File: config.mk
export PLATFORM = sky130hd
export DESIGN_NAME = quiz_controller
export DESIGN_NICKNAME = d
export VERILOG_FILES = /design/src/rtl/quiz_controller.sv
export SDC_FILE = /design/constraint.sdc
export NUM_CORES = 1
export LEC_CHECK = 0
export CELL_PAD_IN_SITES_DETAIL_PLACEMENT = 1
export CELL_PAD_IN_SITES_GLOBAL_PLACEMENT = 2
export CORE_MARGIN = 1
export CORE_UTILIZATION = 40
export CTS_CLUSTER_DIAMETER = 50
export CTS_CLUSTER_SIZE = 28
export DETAILED_ROUTE_END_ITERATION = 8
export HOLD_SLACK_MARGIN = 0.06
export PLACE_DENSITY = 0.89
export REMOVE_ABC_BUFFERS = 1
export SLEW_MARGIN = 0
export SYNTH_ARGS = -nofsm -noshare
export SYNTH_HDL_FRONTEND = slang
export SYNTH_SLANG_ARGS = --single-unit
export TNS_END_PERCENT = 5
File: constraint.sdc
create_clock -name clk -period 10.4 [get_ports clk]
set_input_delay 1.04 -clock clk [delete_from_list [all_inputs] [get_ports clk]]
set_output_delay 1.04 -clock clk [all_outputs]
set_load 0.05 [all_outputs]
File: src/rtl/quiz_controller.sv
// Arithmetic quiz round sequencer: loads a question, waits for an answer, checks it, shows the verdict.
// Latency: verdict 5 cycles after answer acceptance (4-cycle CHECK for all operators).
// Backpressure: ans_ready high only in WAIT_ANS; answers offered in any other state are dropped.
module quiz_controller #(
    parameter int unsigned NUM_Q     = 9,
    parameter int unsigned TIMEOUT   = 1000,
    parameter int unsigned FB_CYCLES = 50
) (
    input  logic       clk,
    input  logic       rst_n,
    input  logic       start,
    input  logic       ans_valid,
    input  logic [7:0] ans,
    output logic       ans_ready,
    input  logic [3:0] q_left,
    input  logic [3:0] q_right,
    input  logic [3:0] q_op,
    output logic [3:0] q_index,
    output logic [3:0] score,
    output logic       correct,
    output logic       wrong,
    output logic       timed_out,
    output logic       busy,
    output logic       done
);
    localparam int unsigned TW = $clog2(TIMEOUT);
    localparam int unsigned FW = $clog2(FB_CYCLES + 1);
    localparam logic [TW-1:0] T_LAST = TW'(TIMEOUT - 1);
    localparam logic [FW-1:0] F_LAST = FW'(FB_CYCLES - 1);
    localparam logic [3:0]    Q_LAST = 4'(NUM_Q - 1);

    typedef enum logic [2:0] {IDLE, LOAD, WAIT_ANS, CHECK, FEEDBACK, DONE} state_t;

    state_t        state_q, state_d;
    logic [3:0]    opl_q, opl_d, opr_q, opr_d, op_q, op_d;
    logic [7:0]    ans_q, ans_d;
    logic [TW-1:0] timer_q, timer_d;
    logic [1:0]    chk_cnt_q, chk_cnt_d;
    logic [FW-1:0] fb_cnt_q, fb_cnt_d;
    logic [3:0]    rem_q, rem_d, quo_q, quo_d;
    logic [3:0]    q_index_q, q_index_d, score_q, score_d;
    logic          correct_q, correct_d, wrong_q, wrong_d, timed_out_q, timed_out_d;

    // One restoring-division step: quo_q shifts the dividend out MSB-first and the quotient in.
    logic [4:0] div_tmp, div_diff;
    logic       div_ge;
    logic [3:0] div_rem_nx, div_quo_nx;
    logic [7:0] expected;
    logic       match;

    always_comb begin
        div_tmp    = {rem_q, quo_q[3]};
        div_diff   = div_tmp - {1'b0, opr_q};
        div_ge     = (div_tmp >= {1'b0, opr_q});
        div_rem_nx = div_ge ? div_diff[3:0] : div_tmp[3:0];
        div_quo_nx = {quo_q[2:0], div_ge};
    end

    // 8'hFF doubles as the "no valid answer" marker, so it can never score.
    always_comb begin
        expected = 8'hFF;
        case (op_q)
            4'b0001: expected = {4'b0, opl_q} + {4'b0, opr_q};
            4'b0010: expected = (opl_q >= opr_q) ? {4'b0, opl_q - opr_q} : 8'hFF;
            4'b0100: expected = {4'b0, opl_q} * {4'b0, opr_q};
            4'b1000: expected = (opr_q == 4'd0) ? 8'hFF : {4'b0, div_quo_nx};
            default: expected = 8'hFF;
        endcase
        match = (ans_q == expected) && (expected != 8'hFF);
    end

    always_comb begin
        state_d     = state_q;
        opl_d       = opl_q;
        opr_d       = opr_q;
        op_d        = op_q;
        ans_d       = ans_q;
        timer_d     = timer_q;
        chk_cnt_d   = chk_cnt_q;
        fb_cnt_d    = fb_cnt_q;
        rem_d       = rem_q;
        quo_d       = quo_q;
        q_index_d   = q_index_q;
        score_d     = score_q;
        correct_d   = correct_q;
        wrong_d     = wrong_q;
        timed_out_d = timed_out_q;
        case (state_q)
            IDLE, DONE: begin
                if (start) begin
                    q_index_d = 4'd0;
                    score_d   = 4'd0;
                    state_d   = LOAD;
                end
            end
            LOAD: begin
                opl_d   = q_left;
                opr_d   = q_right;
                op_d    = q_op;
                rem_d   = 4'd0;
                quo_d   = q_left;
                timer_d = '0;
                state_d = WAIT_ANS;
            end
            WAIT_ANS: begin
                if (ans_valid) begin
                    ans_d     = ans;
                    chk_cnt_d = 2'd0;
                    state_d   = CHECK;
                end else if (timer_q == T_LAST) begin
                    wrong_d     = 1'b1;
                    timed_out_d = 1'b1;
                    fb_cnt_d    = '0;
                    state_d     = FEEDBACK;
                end else begin
                    timer_d = timer_q + 1'b1;
                end
            end
            CHECK: begin
                rem_d = div_rem_nx;
                quo_d = div_quo_nx;
                if (chk_cnt_q == 2'd3) begin
                    correct_d = match;
                    wrong_d   = !match;
                    if (match && score_q != 4'hF) score_d = score_q + 4'd1;
                    fb_cnt_d  = '0;
                    state_d   = FEEDBACK;
                end else begin
                    chk_cnt_d = chk_cnt_q + 2'd1;
                end
            end
            FEEDBACK: begin
                if (fb_cnt_q == F_LAST) begin
                    correct_d   = 1'b0;
                    wrong_d     = 1'b0;
                    timed_out_d = 1'b0;
                    if (q_index_q == Q_LAST) begin
                        state_d = DONE;
                    end else begin
                        q_index_d = q_index_q + 4'd1;
                        state_d   = LOAD;
                    end
                end else begin
                    fb_cnt_d = fb_cnt_q + 1'b1;
                end
            end
            default: state_d = IDLE;
        endcase
    end

    always_ff @(posedge clk or negedge rst_n) begin
        if (!rst_n) begin
            state_q     <= IDLE;
            opl_q       <= '0;
            opr_q       <= '0;
            op_q        <= '0;
            ans_q       <= '0;
            timer_q     <= '0;
            chk_cnt_q   <= '0;
            fb_cnt_q    <= '0;
            rem_q       <= '0;
            quo_q       <= '0;
            q_index_q   <= '0;
            score_q     <= '0;
            correct_q   <= 1'b0;
            wrong_q     <= 1'b0;
            timed_out_q <= 1'b0;
        end else begin
            state_q     <= state_d;
            opl_q       <= opl_d;
            opr_q       <= opr_d;
            op_q        <= op_d;
            ans_q       <= ans_d;
            timer_q     <= timer_d;
            chk_cnt_q   <= chk_cnt_d;
            fb_cnt_q    <= fb_cnt_d;
            rem_q       <= rem_d;
            quo_q       <= quo_d;
            q_index_q   <= q_index_d;
            score_q     <= score_d;
            correct_q   <= correct_d;
            wrong_q     <= wrong_d;
            timed_out_q <= timed_out_d;
        end
    end

    assign ans_ready = (state_q == WAIT_ANS);
    assign busy      = (state_q != IDLE) && (state_q != DONE);
    assign done      = (state_q == DONE);
    assign q_index   = q_index_q;
    assign score     = score_q;
    assign correct   = correct_q;
    assign wrong     = wrong_q;
    assign timed_out = timed_out_q;
endmodule

==> impl_metrics.ini <==
[worst_hold_path]
worstHoldPathType = register to register

[routing]
vias = 3719
drt-total-wl_um = 11720
wl_per_cell_um = 18.05
drc = 0
dr.pass1.iters = 4
dr.first_iter.drc_count = 119
vias_per_cell = 5.730
final_antenna_net_count = 0

[critical_path]
timing_worst_setup_path_type = register to register
arrival_ns = 5.02
worstPathMaxFanout = 8
start_kind = register
rrSetupSlack_ns = 5.61
crit_path_end_kind = register
cp.required_ns = 10.63

[clocking]
postCtsSetupBuffers = 0
clock_latency_ns = 0.34
cts_hold_buffers = 0
clk_pin_slew_ns = 0.07
cts_tree = built
cts_resized = 0
cts_buffers = 9
clock_path_buffers = 2
cts-root-buf = clkbuf_8
h-tree-depth = 3
cts_sinks = 60

[yosys]
yosys_warnings = 0
synth_area_leaders = dfrtp_1 35%, ha_1 8.9%, nand2_1 4.5%, o21ai_0 4.3%, mux2_2 4.1%
synth.distinct_cells = 68
ys.flop_type = dfrtp_1
synth_edf_count = 0
netlist_area_um2 = 4350
yosysTopAreaCellShare_pct = 34.51
ys_seq_area_share_pct = 34.51
syn_avg_cell_area_um2 = 9.198
yosysTopAreaCell = dfrtp_1
ys_seq_elements = 60
netlist_instances = 473
ys_async_sr_fraction_pct = 100.0

[place]
io_buffers = 37
place_inst = 633
dp_hpwl_um = 9034
place.gp.congestion = 0.8364
placed_area_um2 = 4837

[pwr]
clkPwrFrac_pct = 12.5
switching_power_mw = 0.7816
combPwrFrac_pct = 58.1
p_seq_share_pct = 29.4
p_leak_nw = 2.100
intPower_mw = 0.8004
irDropWorstVdd_mv = 0.1173
powerDensity_nw_per_um2 = 315.2
switching_share_pct = 49.41

[run]
cap_violations = 0

[floorplan]
dieWidth_um = 106.3
rows = 37
io_pins = 38
start_util_pct = 41.77
die_h_um = 106.3
coreArea_um2 = 10420
die_area_um2 = 11300

[timing]
fin_tns_setup_ns = 0
tightest_slew_ns = 1.138
fmax_mhz = 208.8
setup_viol = 0
rsz0062_at_grt = no
slew_violations = 0
hold_viol = 0
relSlewSlack_pct = 24.03
finalCritPeriodShare_pct = 46.06
fin_crit_ns = 4.790
fin_worst_skew_ns = 0.007527

[final_layout]
nets = 570
layout_common_cells = 60 x dfrtp_1, 52 x nand2_1, 40 x nor2_1
diodes = 0
syn2layout_area_growth_pct = 15.36
multi_input_area_um2 = 2703
drive_above_1_share_pct = 9.162
final_area_um2 = 5019
fillCellCount = 1215
final_cells = 649
final_common_cell = dfrtp_1
seqCellArea_um2 = 1501

[global_route]
grt_pass1_wl_um = 19300
track_usage_pct = 22.03
grt-ovfl-total = 0
grt_max_degree = 61
first_global_vias = 3872
antenna_found_initial = 0

[run_status]
status = completed
worst paths after layout:
kind	startpoint	endpoint	cells past startpoint
worst max-delay path	opl_q[1]	correct	12
worst min-delay path	fb_cnt_q[5]	fb_cnt_q[5]	1
worst max register to register	opl_q[1]	correct	12
worst min register to register	fb_cnt_q[5]	fb_cnt_q[5]	1
max in group asynchronous	rst_n	opr_q[3]	2
min in group asynchronous	rst_n	q_index[3]	2
sequential cells by signal, summed over array words and instances, names as in the netlist:
| name | cells |
|---|---|
| ans_q | 8 |
| chk_cnt_q | 2 |
| correct | 1 |
| fb_cnt_q | 6 |
| op_q | 4 |
| opl_q | 4 |
| opr_q | 4 |
| q_index | 4 |
| quo_q | 4 |
| rem_q | 4 |
| score | 4 |
| state_q | 3 |
| timed_out | 1 |
| timer_q | 10 |
| wrong | 1 |
worst max-delay path, stage by stage, from the launching register on:
cell and delay [ns]:
dfrtp_1 0.53, nand2_1 0.14, fa_1 0.51, fa_1 0.57, inv_1 0.08, ha_1 0.30, a211oi_1 0.12, or4b_2 0.67
a31oi_1 0.32, xnor2_1 0.11, a211oi_1 0.78, nor3b_1 0.25, a41o_1 0.30
per-layer routing:
layer | up-vias | wire (um) | global-route usage [%]
li1 | 1805 | - | -
met1 | 1864 | 5236 | 26.98
met2 | 37 | 6116 | 39.33
met3 | 13 | 209 | 3.679
met4 | 0 | 154 | 6.647
met5 | - | 0 | 0
kinds of logic after synthesis:
logic type,share of synthesized area [%]
and+or+nand+nor,23.30
xor gates and xnor gates,2.819
muxes,5.522
buffers and inverters,3.422
DFF,34.51
adders and majority gates,12.14
AOI/OAI and AO/OA,18.29
cells in the mapped netlist (3+ instances only):
library cell	number
o211ai_1	6
inv_1	22
nor2_1	41
nor3b_1	5
xor2_1	8
nand2_1	52
nand3_1	11
nand2b_1	7
o21ai_0	37
nor2b_1	10
fa_1	7
ha_1	31
mux2i_1	6
dfrtp_1	60
a22oi_1	4
xnor2_1	6
o31a_1	3
clkbuf_1	10
and3b_1	3
a21oi_1	17
o31ai_1	3
or3_1	7
or4b_1	3
nor4b_1	4
nand4_1	9
mux2_2	16
nand3b_1	6
o22ai_1	3
a31oi_1	4
nor3_1	10
a211oi_1	6
a211o_1	3
nor4_1	3
and2_1	6
through the flow:
stage	power, mW	hold WS, ns	utilization [%]	worst slack, ns
finish	1.582	0.4911	48.18	5.610
floorplan	1.094	0.4492	-	6.341
CTS	1.594	0.4971	48.18	5.639
detailed placement	1.388	0.4837	46.44	5.625
global placement	1.338	0.4696	46.44	5.881
global route	1.714	0.5213	48.18	5.309
power groups by stage:
| stage | registers, mW | clock network (mW) | logic, mW |
|---|---|---|---|
| floorplan | 0.450 | 0 | 0.644 |
| global placement | 0.462 | 0 | 0.876 |
| detailed placement | 0.468 | 0 | 0.920 |
| CTS | 0.464 | 0.206 | 0.924 |
| global route | 0.482 | 0.215 | 1.02 |
| finish | 0.465 | 0.198 | 0.919 |
cell type report:
| cell class | count | share of cell area (%) |
|---|---|---|
| multi-input cells | 376 | 53.85 |
| flip-flops and latches | 60 | 29.92 |
| repair buffers | 39 | 7.579 |
| clock buffers | 15 | 3.515 |
| well taps | 136 | 3.391 |
| inverters | 22 | 1.645 |
| clock inverters | 1 | 0.09973 |
(Power assumes the default switching activity.)
